`config.mk`:
```
export PLATFORM = sky130hd
export DESIGN_NAME = rp_8bit_io_master
export DESIGN_NICKNAME = d
export VERILOG_FILES = /design/src/rtl/rp_8bit_io_master.sv
export SDC_FILE = /design/constraint.sdc
export NUM_CORES = 1
export LEC_CHECK = 0
export ABC_AREA = 1
export CAP_MARGIN = 5
export CELL_PAD_IN_SITES_DETAIL_PLACEMENT = 1
export CELL_PAD_IN_SITES_GLOBAL_PLACEMENT = 1
export CORE_ASPECT_RATIO = 1.75
export CORE_MARGIN = 4
export CORE_UTILIZATION = 27
export DETAILED_ROUTE_END_ITERATION = 12
export GPL_TIMING_DRIVEN = 0
export HOLD_SLACK_MARGIN = 0.08
export MAX_ROUTING_LAYER = met4
export PLACE_DENSITY = 0.74
export SYNTH_ARGS = -nofsm -noshare
export SYNTH_HDL_FRONTEND = slang
export SYNTH_SLANG_ARGS = --single-unit
```
`constraint.sdc`:
```
create_clock -name clk -period 1.7 [get_ports clk]
set_input_delay 0.34 -clock clk [delete_from_list [all_inputs] [get_ports clk]]
set_output_delay 0.34 -clock clk [all_outputs]
set_load 0.005 [all_outputs]
```
`src/rtl/rp_8bit_io_master.sv`:
```
// rp_8bit_io_master: I/O bus initiator for the rp_8bit core.
// Accepts one IN/OUT/SBI/CBI/SBIS/SBIC request at a time and turns it into
// per-register read/write strobes for up to NP three-register peripheral slots.
// Read-modify-write (SBI/CBI) and bit-test (SBIS/SBIC) are sequenced here.
module rp_8bit_io_master #(
  parameter int          NP   = 4,
  parameter logic [5:0]  BASE = 6'h00
) (
  input  logic              clk,
  input  logic              rst,
  input  logic              req_vld,
  output logic              req_rdy,
  input  logic [2:0]        req_op,
  input  logic [5:0]        req_adr,
  input  logic [7:0]        req_dat,
  input  logic [2:0]        req_bit,
  output logic              rsp_vld,
  output logic [7:0]        rsp_dat,
  output logic              rsp_skip,
  output logic [3*NP-1:0]   io_re,
  output logic [3*NP-1:0]   io_we,
  output logic [7:0]        io_dw,
  input  logic [8*NP-1:0]   io_dr
);

  localparam int NR = 3 * NP;
  localparam int SW = (NP > 1) ? $clog2(NP) : 1;

  localparam logic [1:0] ST_IDLE = 2'd0;
  localparam logic [1:0] ST_RD   = 2'd1;
  localparam logic [1:0] ST_WR   = 2'd2;
  localparam logic [1:0] ST_RSP  = 2'd3;

  localparam logic [2:0] OP_IN   = 3'd0;
  localparam logic [2:0] OP_OUT  = 3'd1;
  localparam logic [2:0] OP_SBI  = 3'd2;
  localparam logic [2:0] OP_CBI  = 3'd3;
  localparam logic [2:0] OP_SBIS = 3'd4;
  localparam logic [2:0] OP_SBIC = 3'd5;

  logic [1:0]    state_q, state_d;
  logic [2:0]    op_q, op_d;
  logic [7:0]    dat_q, dat_d;
  logic [2:0]    bit_q, bit_d;
  logic          mapped_q, mapped_d;
  logic [SW-1:0] slot_q, slot_d;
  logic [1:0]    k_q, k_d;
  logic [7:0]    rdat_q, rdat_d;
  logic [7:0]    rsp_dat_q, rsp_dat_d;
  logic          rsp_skip_q, rsp_skip_d;

  logic [6:0]    dec_off;
  logic          dec_mapped;
  logic [SW-1:0] dec_slot;
  logic [1:0]    dec_k;
  logic [7:0]    rd_byte;
  logic [7:0]    bit_mask;
  logic [7:0]    wdat;
  logic          accept;

  assign req_rdy  = (state_q == ST_IDLE);
  assign rsp_vld  = (state_q == ST_RSP);
  assign rsp_dat  = rsp_dat_q;
  assign rsp_skip = rsp_skip_q;
  assign accept   = req_vld & req_rdy;

  // Decode the incoming address into slot/offset; only used at accept time.
  always_comb begin
    dec_off    = {1'b0, req_adr} - {1'b0, BASE};
    dec_mapped = (req_adr >= BASE) && (dec_off < 7'(NR));
    dec_slot   = SW'(dec_off / 7'd3);
    dec_k      = 2'(dec_off % 7'd3);
  end

  // Strobes come straight from state and the registered decode, so a reset
  // removes them in the same cycle without waiting for a clock edge.
  always_comb begin
    io_re = '0;
    io_we = '0;
    for (int s = 0; s < NP; s++) begin
      for (int k = 0; k < 3; k++) begin
        if (mapped_q && (slot_q == SW'(s)) && (k_q == 2'(k))) begin
          io_re[3*s+k] = (state_q == ST_RD);
          io_we[3*s+k] = (state_q == ST_WR);
        end
      end
    end
  end

  // Select the strobed slot's read byte; unmapped reads see zero.
  always_comb begin
    rd_byte = 8'h00;
    for (int s = 0; s < NP; s++) begin
      if (mapped_q && (slot_q == SW'(s))) begin
        rd_byte = io_dr[8*s +: 8];
      end
    end
  end

  // Write data: OUT passes the request byte, SBI/CBI modify the byte just read.
  always_comb begin
    bit_mask = 8'd1 << bit_q;
    case (op_q)
      OP_SBI:  wdat = rdat_q | bit_mask;
      OP_CBI:  wdat = rdat_q & ~bit_mask;
      default: wdat = dat_q;
    endcase
    io_dw = (state_q == ST_WR) ? wdat : 8'h00;
  end

  // Sequencer: next state, request capture, read capture and response data.
  // The response registers are loaded on the edge that enters RSP so they are
  // already valid while rsp_vld is high, and they hold until the next RSP.
  always_comb begin
    state_d    = state_q;
    op_d       = op_q;
    dat_d      = dat_q;
    bit_d      = bit_q;
    mapped_d   = mapped_q;
    slot_d     = slot_q;
    k_d        = k_q;
    rdat_d     = rdat_q;
    rsp_dat_d  = rsp_dat_q;
    rsp_skip_d = rsp_skip_q;
    case (state_q)
      ST_IDLE: begin
        if (accept) begin
          op_d     = req_op;
          dat_d    = req_dat;
          bit_d    = req_bit;
          mapped_d = dec_mapped;
          slot_d   = dec_slot;
          k_d      = dec_k;
          case (req_op)
            OP_IN, OP_SBI, OP_CBI, OP_SBIS, OP_SBIC: state_d = ST_RD;
            OP_OUT:  state_d = ST_WR;
            default: begin
              state_d    = ST_RSP;
              rsp_dat_d  = 8'h00;
              rsp_skip_d = 1'b0;
            end
          endcase
        end
      end
      ST_RD: begin
        rdat_d = rd_byte;
        if ((op_q == OP_SBI) || (op_q == OP_CBI)) begin
          state_d = ST_WR;
        end else begin
          state_d    = ST_RSP;
          rsp_dat_d  = rd_byte;
          rsp_skip_d = 1'b0;
          if (op_q == OP_SBIS) rsp_skip_d = rd_byte[bit_q];
          if (op_q == OP_SBIC) rsp_skip_d = ~rd_byte[bit_q];
        end
      end
      ST_WR: begin
        state_d    = ST_RSP;
        rsp_dat_d  = wdat;
        rsp_skip_d = 1'b0;
      end
      default: begin
        state_d = ST_IDLE;
      end
    endcase
  end

  // State and datapath registers, cleared asynchronously so a reset aborts
  // any operation in flight.
  always_ff @(posedge clk or posedge rst) begin
    if (rst) begin
      state_q    <= ST_IDLE;
      op_q       <= 3'd0;
      dat_q      <= 8'h00;
      bit_q      <= 3'd0;
      mapped_q   <= 1'b0;
      slot_q     <= '0;
      k_q        <= 2'd0;
      rdat_q     <= 8'h00;
      rsp_dat_q  <= 8'h00;
      rsp_skip_q <= 1'b0;
    end else begin
      state_q    <= state_d;
      op_q       <= op_d;
      dat_q      <= dat_d;
      bit_q      <= bit_d;
      mapped_q   <= mapped_d;
      slot_q     <= slot_d;
      k_q        <= k_d;
      rdat_q     <= rdat_d;
      rsp_dat_q  <= rsp_dat_d;
      rsp_skip_q <= rsp_skip_d;
    end
  end

endmodule
```
==> metrics <==
TritonRoute pass-1 iters=4; dpl hpwl=8.208 mm; Synth cell types=28; Final Cell Area=5393 sq um; critical path class=reg2out; Initial Util=27.73%; skew final=0.009336 ns; Final period util=121.4%; Via-to-Cell Ratio=5.255; slowest stage delay, CP=0.37 ns; Reg area=958.4 sq um; Metal-1 WL=5.439 mm; DR iter-0 viols=231; Max Slew Vio Count=0; Ys Warns=0; fin util=56.96%; Multi-input gate area=2127 sq um; Worst path slowest cell=dfrtp_1; vias in the first global route=4046; Synth Area in Simple Gates=39.94%; CTS Buffer Depth=2; io pins=98; Avg Synthesized Cell Area=6.356 sq um; layout cells sized above 1=49.00%; DIE AREA=11430 sq um; failing checks=negative setup slack; Post-Syn Nets=474; leakage=0.002584 uW; Max-Cap Viols=0; critical path endpoint category=primary output; hold-fix buffers at CTS=0; n_diodes=0; DIE WIDTH=82.54 microns; DRC=0; CTS tree=done; Worst Max-Slew Pin Slew=0.8325 ns; #FFs+latches synth=38; critical path data required time=1.36 ns; status=complete, but fails checks; DP Cell Count=632; clock slew at reported path FFs=0.06 ns; GR Util All Layers=25.76%; hold slack=0.4801 ns; largest net degree at the start of global routing=39; Area growth, synth to finish=105.4%; RSZ-0062 raised after global routing=true; crit path cell chain=buf_6 -> buf_6 -> ha_4 -> clkinvlp_4 -> buf_6 -> buf_6 -> a21oi_4 -> buf_2; nets=662; fill count=1128; core region area=9468 sq um; Final Hold Viols=0; CTS buffer count=5; via count=3794; kind of start point of the critical path=flip-flop; H-tree levels=2; Design Power=9218 uW; fin crit period=2.064 ns; final WL=16.19 mm; CTS sink cnt=38; Crit path top cell by count=buf_6; Die Y=138.4 microns; crit path setup slack, layout=-0.3644 ns; Placed Area=3751 sq um; CP max FO=3; Gate Count Post-Synth=413; post-synthesis adder-cell area fraction=2.860%; row count=47; Worst Path Arrival=1.72 ns; PortBufs=97; met3 WL=561 microns; Min-Delay Path Class=reg2reg; root buffer cell=clkbuf_16; mux contribution to synthesized area=0%; max_slew headroom=44.42%; GPL Wtd Cong=0.8487; sequential share of the synthesized area=36.22%; antenna-violating nets left=0; routed len/inst=22.42 microns; first-pass GRT wire length=21.83 mm; antenna violations before repair=0; combinational family with the most area after synthesis=simple AND/OR/NAND/NOR gates; Worst VDD drop=0.001405 V; Cell Area, Synth=2625 sq um; power density over the cells=1709 nW/um^2; total grt overflow=0; Post-Synth XOR/XNOR Area=0%; Finish-stage setup viols=42; DR top layer=met4; fmax=484.4 MHz; clock latency on the worst-skew pair=0.28 ns; post-route insts no fill=722; WL met2=9.271 mm; Compound-Gate Fraction of Synth Area=10.63%
==> area by class of cell <==
type,instances,share of cell area [%]
well taps,122,2.831
inverters,58,5.197
repair buffers,183,29.44
clock buffers,6,2.575
flip-flops and latches,38,17.77
multi-input cells,305,39.44
plain buffers,10,2.738
==> worst max-delay path, delay by kind of cell (launching register included) <==
family / cells / cell delay (ns)
flip-flops: 1 / 0.37
AO/OA/AOI/OAI: 1 / 0.13
adder cells (fa/ha/maj): 1 / 0.15
buffers and inverters: 6 / 0.77
==> cells by family (layout without fill, tap and decap cells) <==
kind of cell | count (synthesis) | in the layout
AND/OR/NAND/NOR | 249 | 249
buffers and inverters | 70 | 257
AO/OA/AOI/OAI | 50 | 50
flip-flops | 38 | 38
adder cells (fa/ha/maj) | 6 | 6
==> timing repair <==
item	CTS	global route
cloned	1	0
resized for setup	314	130
setup endpoints to repair	63	63
pin swaps	71	43
buffers inserted	78	25
==> sequential cells by signal (all words and copies together) (netlist names) <==
signal / flops
k_q: 2
dat_q: 8
rdat_q: 8
state_q: 2
slot_q: 2
rsp_dat: 8
bit_q: 3
mapped_q: 1
op_q: 3
rsp_skip: 1
==> metal layers <==
metal / GRT usage, % / up-vias
li1: - / 1686
met1: 25.51 / 1897
met2: 48.73 / 143
met3: 2.799 / 68
met4: 9.905 / 0
met5: - / -
==> cell usage in the layout (no fill, tap or decap), types with 6 or more instances in the layout <==
cell / instances
buf_4: 60
a21oi_2: 6
dfrtp_1: 32
nand3_1: 21
nor2_4: 15
o21ai_2: 6
nand3_2: 15
nor2_2: 7
buf_6: 33
dfrtp_2: 6
clkbuf_16: 8
inv_2: 19
nor2_1: 22
inv_1: 24
nor3_4: 6
inv_4: 8
clkdlybuf4s50_1: 58
nand2_2: 21
o21ai_0: 16
nor3_2: 8
nand2_4: 9
buf_2: 27
nand2_1: 113
o21ai_1: 7
==> through the flow <==
step | setup TNS, ns | setup slack [ns]
detailed placement | -27.61 | -0.8626
finish | -10.12 | -0.3644
floorplan | 0 | 0.01180
CTS | -6.526 | -0.2689
global placement | -37.88 | -0.7505
global route | -12.10 | -0.3960
==> cell usage after synthesis (all sizes together) <==
master,number,share of area [%]
a21oi,10,1.9
nor2,44,6.9
o21bai,1,0.29
nand4,4,0.95
ha,6,2.9
buf,3,0.76
nand2,145,21
nor4,1,0.24
clkbuf,9,1.3
nand3b,1,0.29
o22ai,1,0.24
nand3,39,7.8
dfrtp,38,36
nor3,15,2.9
o311ai,3,1.0
inv,58,8.3
o211ai,1,0.29
a221oi,1,0.33
o21ai,32,6.2
a22o,1,0.33
==> path summary, 6_finish.rpt <==
kind | slack, ns | endpoint | depth (start not counted) | from
min in group asynchronous | 0.55 | rsp_skip | 2 | rst
worst min-delay path | 0.48 | rsp_dat[6] | 2 | rsp_dat[6]
worst min register to register | 0.48 | rsp_dat[6] | 2 | rsp_dat[6]
max in group asynchronous | 0.57 | mapped_q | 2 | rst
worst max register to register | -0.29 | rsp_dat[5] | 13 | state_q[0]
worst max-delay path | -0.36 | io_dw[4] | 8 | state_q[1]
==> power breakdown <==
part / internal [uW] / switching [uW]
Clock: 568 / 375
Sequential: 1320 / 415
Combinational: 2890 / 3650
(Power assumes the default switching activity.)
